==> src/rtl/quadrature_decoder_pkg.sv <==
`default_nettype none
// ============================================================================
// Module   : quadrature_decoder_pkg
// Purpose  : Shared FSM encoding, direction and quadrature-state constants.
// Revision : 1.0 - initial release
// ============================================================================
package quadrature_decoder_pkg;

    typedef enum logic [0:0] {
        ST_INIT  = 1'b0,
        ST_TRACK = 1'b1
    } state_t;

    typedef enum logic [1:0] {
        MV_NONE    = 2'd0,
        MV_UP      = 2'd1,
        MV_DOWN    = 2'd2,
        MV_ILLEGAL = 2'd3
    } move_t;

    localparam logic UP   = 1'b0;
    localparam logic DOWN = 1'b1;

    localparam logic [1:0] QS_00 = 2'b00;
    localparam logic [1:0] QS_10 = 2'b10;
    localparam logic [1:0] QS_11 = 2'b11;
    localparam logic [1:0] QS_01 = 2'b01;

    // Position of an {a,b} level along the up sequence 00->10->11->01.
    function automatic logic [1:0] quad_pos(input logic [1:0] ab);
        logic [1:0] pos;
        case (ab)
            QS_00:   pos = 2'd0;
            QS_10:   pos = 2'd1;
            QS_11:   pos = 2'd2;
            QS_01:   pos = 2'd3;
            default: pos = 2'd0;
        endcase
        return pos;
    endfunction

    function automatic move_t quad_move(input logic [1:0] prev_ab, input logic [1:0] cur_ab);
        logic [1:0] delta;
        move_t      mv;
        delta = quad_pos(cur_ab) - quad_pos(prev_ab);
        case (delta)
            2'd0:    mv = MV_NONE;
            2'd1:    mv = MV_UP;
            2'd3:    mv = MV_DOWN;
            default: mv = MV_ILLEGAL;
        endcase
        return mv;
    endfunction

endpackage
`default_nettype wire

==> src/rtl/quadrature_decoder_filter.sv <==
`default_nettype none
// ============================================================================
// Module   : quad_glitch_filter
// Purpose  : 2-flop synchronizer followed by a consecutive-cycle level filter.
// Revision : 1.0 - initial release
// ============================================================================
module quad_glitch_filter #(
    parameter int FILTER_CYCLES = 4
) (
    input  logic clk,
    input  logic reset,
    input  logic din,
    input  logic load,
    output logic sync_out,
    output logic level
);

    localparam int             CW     = 4;
    localparam logic [CW-1:0] c_last = CW'(FILTER_CYCLES - 1);

    logic          r_meta;
    logic          r_sync;
    logic          r_level;
    logic [CW-1:0] r_cnt;

    always_ff @(posedge clk or posedge reset) begin
        if (reset) begin
            r_meta  <= 1'b0;
            r_sync  <= 1'b0;
            r_level <= 1'b0;
            r_cnt   <= '0;
        end else begin
            r_meta <= din;
            r_sync <= r_meta;
            if (load) begin
                r_level <= r_sync;
                r_cnt   <= '0;
            end else if (r_sync != r_level) begin
                if (r_cnt == c_last) begin
                    r_level <= r_sync;
                    r_cnt   <= '0;
                end else begin
                    r_cnt <= r_cnt + CW'(1);
                end
            end else begin
                r_cnt <= '0;
            end
        end
    end

    assign sync_out = r_sync;
    assign level    = r_level;

endmodule
`default_nettype wire

==> src/rtl/quadrature_decoder.sv <==
`default_nettype none
// ============================================================================
// Module   : quadrature_decoder
// Purpose  : Filtered quadrature decoder producing step / up_down / err.
// Revision : 1.0 - initial release
// ============================================================================
module quadrature_decoder
    import quadrature_decoder_pkg::*;
#(
    parameter int FILTER_CYCLES = 4
) (
    input  logic       clk,
    input  logic       reset,
    input  logic       enc_a,
    input  logic       enc_b,
    input  logic       enable,
    input  logic       err_clr,
    output logic       step,
    output logic       up_down,
    output logic       err,
    output logic [1:0] quad_state
);

    localparam int             IW          = 5;
    localparam logic [IW-1:0] c_init_last = IW'(FILTER_CYCLES + 1);

    state_t        r_state;
    state_t        w_state_next;
    logic [IW-1:0] r_init_cnt;

    logic       w_load;
    logic       w_sync_a;
    logic       w_sync_b;
    logic       w_lvl_a;
    logic       w_lvl_b;
    logic [1:0] w_ab;
    logic [1:0] w_sync_ab;
    logic [1:0] r_prev_ab;
    move_t      w_move;
    logic       w_step_next;
    logic       w_err_set;
    logic       r_step;
    logic       r_up_down;
    logic       r_err;

    quad_glitch_filter #(.FILTER_CYCLES(FILTER_CYCLES)) u_filt_a (
        .clk      (clk),
        .reset    (reset),
        .din      (enc_a),
        .load     (w_load),
        .sync_out (w_sync_a),
        .level    (w_lvl_a)
    );

    quad_glitch_filter #(.FILTER_CYCLES(FILTER_CYCLES)) u_filt_b (
        .clk      (clk),
        .reset    (reset),
        .din      (enc_b),
        .load     (w_load),
        .sync_out (w_sync_b),
        .level    (w_lvl_b)
    );

    assign w_ab      = {w_lvl_a, w_lvl_b};
    assign w_sync_ab = {w_sync_a, w_sync_b};

    always_ff @(posedge clk or posedge reset) begin
        if (reset) begin
            r_state    <= ST_INIT;
            r_init_cnt <= '0;
        end else begin
            r_state <= w_state_next;
            if (r_state == ST_INIT && r_init_cnt != c_init_last) begin
                r_init_cnt <= r_init_cnt + IW'(1);
            end
        end
    end

    always_comb begin
        w_state_next = r_state;
        w_load       = 1'b0;
        w_step_next  = 1'b0;
        w_err_set    = 1'b0;
        w_move       = quad_move(r_prev_ab, w_ab);
        case (r_state)
            ST_INIT: begin
                w_load = 1'b1;
                if (r_init_cnt == c_init_last) begin
                    w_state_next = ST_TRACK;
                end
            end
            ST_TRACK: begin
                if (enable) begin
                    w_step_next = (w_move == MV_UP) || (w_move == MV_DOWN);
                    w_err_set   = (w_move == MV_ILLEGAL);
                end
            end
            default: w_state_next = ST_INIT;
        endcase
    end

    // During INIT the history tracks the value being loaded so TRACK starts with no delta.
    always_ff @(posedge clk or posedge reset) begin
        if (reset) begin
            r_prev_ab <= QS_00;
            r_step    <= 1'b0;
            r_up_down <= UP;
            r_err     <= 1'b0;
        end else begin
            r_prev_ab <= w_load ? w_sync_ab : w_ab;
            r_step    <= w_step_next;
            if (w_step_next) begin
                r_up_down <= (w_move == MV_DOWN) ? DOWN : UP;
            end
            if (w_err_set) begin
                r_err <= 1'b1;
            end else if (err_clr) begin
                r_err <= 1'b0;
            end
        end
    end

    assign step       = r_step;
    assign up_down    = r_up_down;
    assign err        = r_err;
    assign quad_state = w_ab;

endmodule
`default_nettype wire

==> config.mk <==
export PLATFORM = sky130hd
export DESIGN_NAME = quadrature_decoder
export DESIGN_NICKNAME = d
export VERILOG_FILES = /design/src/rtl/quadrature_decoder_pkg.sv /design/src/rtl/quadrature_decoder_filter.sv /design/src/rtl/quadrature_decoder.sv
export SDC_FILE = /design/constraint.sdc
export NUM_CORES = 1
export LEC_CHECK = 0
export CORE_MARGIN = 3
export CORE_UTILIZATION = 55
export CTS_CLUSTER_DIAMETER = 40
export DETAILED_ROUTE_END_ITERATION = 12
export HOLD_SLACK_MARGIN = 0.06
export PLACE_DENSITY = 0.77
export SYNTH_ARGS = -nofsm -noshare
export SYNTH_HDL_FRONTEND = slang
export SYNTH_HIERARCHICAL = 1
export SYNTH_SLANG_ARGS = --single-unit
==> constraint.sdc <==
create_clock -name clk -period 2 [get_ports clk]
set_input_delay 0.2 -clock clk [delete_from_list [all_inputs] [get_ports clk]]
set_output_delay 0.2 -clock clk [all_outputs]
set_load 0.02 [all_outputs]
==> flow_summary.toml <==
[status]
status = "finished clean"

[cts]
cts.sinks = 25
cts_tree = "yes"
clkTransAtPathRegs_ps = 130
cts_resized = 0
htreeDepth = 1
post_cts_buffers = 0
root_buffer = "clkbuf_4"
cts_max_path_buffers = 2
cts_hold_buf = 0
clock_latency_ps = 300
cts_made_buffers = 3

[sta]
worst_pin_slew_ps = 443
finalHoldViolations = 0
finClkSkew_ps = 2.46
setup_tns_ps = 0
drv_slew = 0
rsz0062_at_grt = "false"
finalSetupViolations = 0
max-slew-margin-rel = 0.704
max_clock_freq_mhz = 599
fin_ws_ps = 331
finalCritPeriodShare = 0.835
fin_crit_ps = 1670

[finish]
nets = 131
design_area_mm2 = 0.00136
area_growth_pct = 11.5
final_common_cell = "dfrtp_1"
n_antenna_cell = 0
drive_above_1_share = 0.0973
layout.cells.non_filler = 140
layout_common_cells = "dfrtp_1, inv_1, ha_1"

[yosys]
ys_types = 27
ys_ff_latch = 25
synth_area_mm2 = 0.00122
synth_nets = 119
syn_inst = 102
seq_area_frac_synth = 0.511
yosysWarningCount = 6
avgSynthCellArea_um2 = 12.0

[pwr]
leakage_nw = 0.652
power_density_mw_per_mm2 = 1240
total_power_mw = 1.69
ir_drop_mv = 0.769

[route]
first_pass_iters = 4
drc = 0
wl_per_cell_um = 13.2
wirelength_um = 1850
via_per_inst = 5.04
ant_nets = 0
num_vias = 705
first_iter_violations = 5

[critical_path]
crit_chain = "clkdlybuf4s50_1"
reg2reg_to = "up_down$_DFFE_PP0P_"
rrSetupSlack_ps = 370
critPathBufInv = 1
arrival_ps = 1470
slowest_stage = "clkdlybuf4s50_1"
critPathKind = "reg2out"
critPathLaunchType = "flip-flop"
r2r_start = "u_filt_b/level$_DFFE_PP0P_"
r2r_cells = 6
crit_family = "buffers and inverters"
critPathRequiredTime_ps = 1800
cp_max_fo = 7
cpPeakStageDelay_ps = 670
endpoint_kind = "output port"

[hold_path]
hp-class = "in2async"

[floorplan]
initial_utilization = 0.599
die_y_um = 53.2
core_area_mm2 = 0.00204
die-area_mm2 = 0.00283
io_pins = 11
num_rows = 16
die_w_um = 53.2

[global_route]
grt_pass1_vias = 722
grtUsageTotal = 0.159
grt_pass1_wl_um = 3140
grt_antenna_before_repair = 0
gr-total-overflow = 0
grt_max_degree = 14

[placement]
place_area_mm2 = 0.00134
dp.cells = 136
hpwl_um = 1440
portBuffers = 10
gp_congestion = 0.734
dpl_worst_slack_ps = 403

[flow_run]
drv_cap = 0
where the power goes:
group / switching (mW) / internal (mW) / total (mW) / leakage, nW
Sequential: 0.0882 / 0.614 / 0.702 / 0.306
Clock: 0.137 / 0.0777 / 0.215 / 0.0150
Combinational: 0.363 / 0.409 / 0.772 / 0.331
through the flow:
step | util | hold WS [ps]
after global placement | 0.655 | 332
after detailed placement | 0.655 | 340
after global routing | 0.668 | 166
final | 0.668 | 150
after floorplan | - | 3.40
after CTS | 0.668 | 139
registers in the layout (all words and copies together) (netlist names), 2 cells and up:
signal,flops
r_init_cnt,5
u_filt_a/r_cnt,4
u_filt_b/r_cnt,4
r_prev_ab,2
worst max-delay path by stage:
stage / from / endpoint / slack, ps / depth (start not counted)
CTS: u_filt_b/level$_DFFE_PP0P_ / quad_state[0] / 320 / 1
global placement: u_filt_a/level$_DFFE_PP0P_ / up_down$_DFFE_PP0P_ / 470 / 6
floorplan: u_filt_a/level$_DFFE_PP0P_ / up_down$_DFFE_PP0P_ / 520 / 6
global route: u_filt_b/level$_DFFE_PP0P_ / quad_state[0] / 250 / 1
finish: u_filt_b/level$_DFFE_PP0P_ / quad_state[0] / 330 / 1
detailed placement: u_filt_b/level$_DFFE_PP0P_ / up_down$_DFFE_PP0P_ / 400 / 6
worst register-to-register path, delay by kind of cell, from the launching register on:
family                     cells  cell delay (ps)
DFF                            1              500
adders and majority gates      2              420
xor gates and xnor gates       1              380
buffers and inverters          2              140
muxes                          1              130
Yosys cell counts:
| master | n | share of area |
|---|---|---|
| dfrtp_1 | 25 | 0.51 |
| inv_1 | 15 | 0.046 |
| ha_1 | 11 | 0.11 |
| nor2_1 | 7 | 0.021 |
| xor2_1 | 7 | 0.050 |
| nand3_1 | 4 | 0.016 |
| nor3b_2 | 3 | 0.031 |
| a21oi_1 | 2 | 0.0082 |
| buf_4 | 2 | 0.012 |
| mux2_1 | 2 | 0.018 |
| mux2_2 | 2 | 0.018 |
| mux2i_1 | 2 | 0.016 |
| nand2b_1 | 2 | 0.010 |
| nand3b_1 | 2 | 0.012 |
| nor3_1 | 2 | 0.0082 |
| or2b_1 | 2 | 0.012 |
| xnor2_1 | 2 | 0.014 |
| and4bb_1 | 1 | 0.010 |
| buf_2 | 1 | 0.0041 |
| nand2_1 | 1 | 0.0031 |
| nand4_1 | 1 | 0.0051 |
| nor2_2 | 1 | 0.0051 |
| nor3_2 | 1 | 0.0082 |
| o21bai_1 | 1 | 0.0061 |
| o21bai_4 | 1 | 0.015 |
| o22ai_1 | 1 | 0.0051 |
| xnor3_1 | 1 | 0.018 |
kinds of logic (layout without fill, tap and decap cells):
logic type,count (synthesis),after routing,synth area share
muxes,6,6,0.0532
xor gates and xnor gates,10,10,0.0828
buffers and inverters,18,29,0.0624
and+or+nand+nor,27,27,0.143
AOI/OAI and AO/OA,5,5,0.0348
adders and majority gates,11,11,0.112
DFF,25,25,0.511
metal layers:
metal / up-vias / track usage / part of all wire
met5: - / 0 / 0
met4: 0 / 0.0511 / 0.0054
met3: 2 / 0.0338 / 0.039
met2: 19 / 0.291 / 0.51
met1: 338 / 0.181 / 0.45
li1: 346 / - / -
layout make-up:
cell class                 instances  area (um^2)
fill                             174          678
multi-input combinational         59          522
sequential                        25          626
timing repair buffer              10          100
clock buffer                       4         26.3
inverter                          15         56.3
tap                               27         33.8
Power figures use the tool's default switching activity.
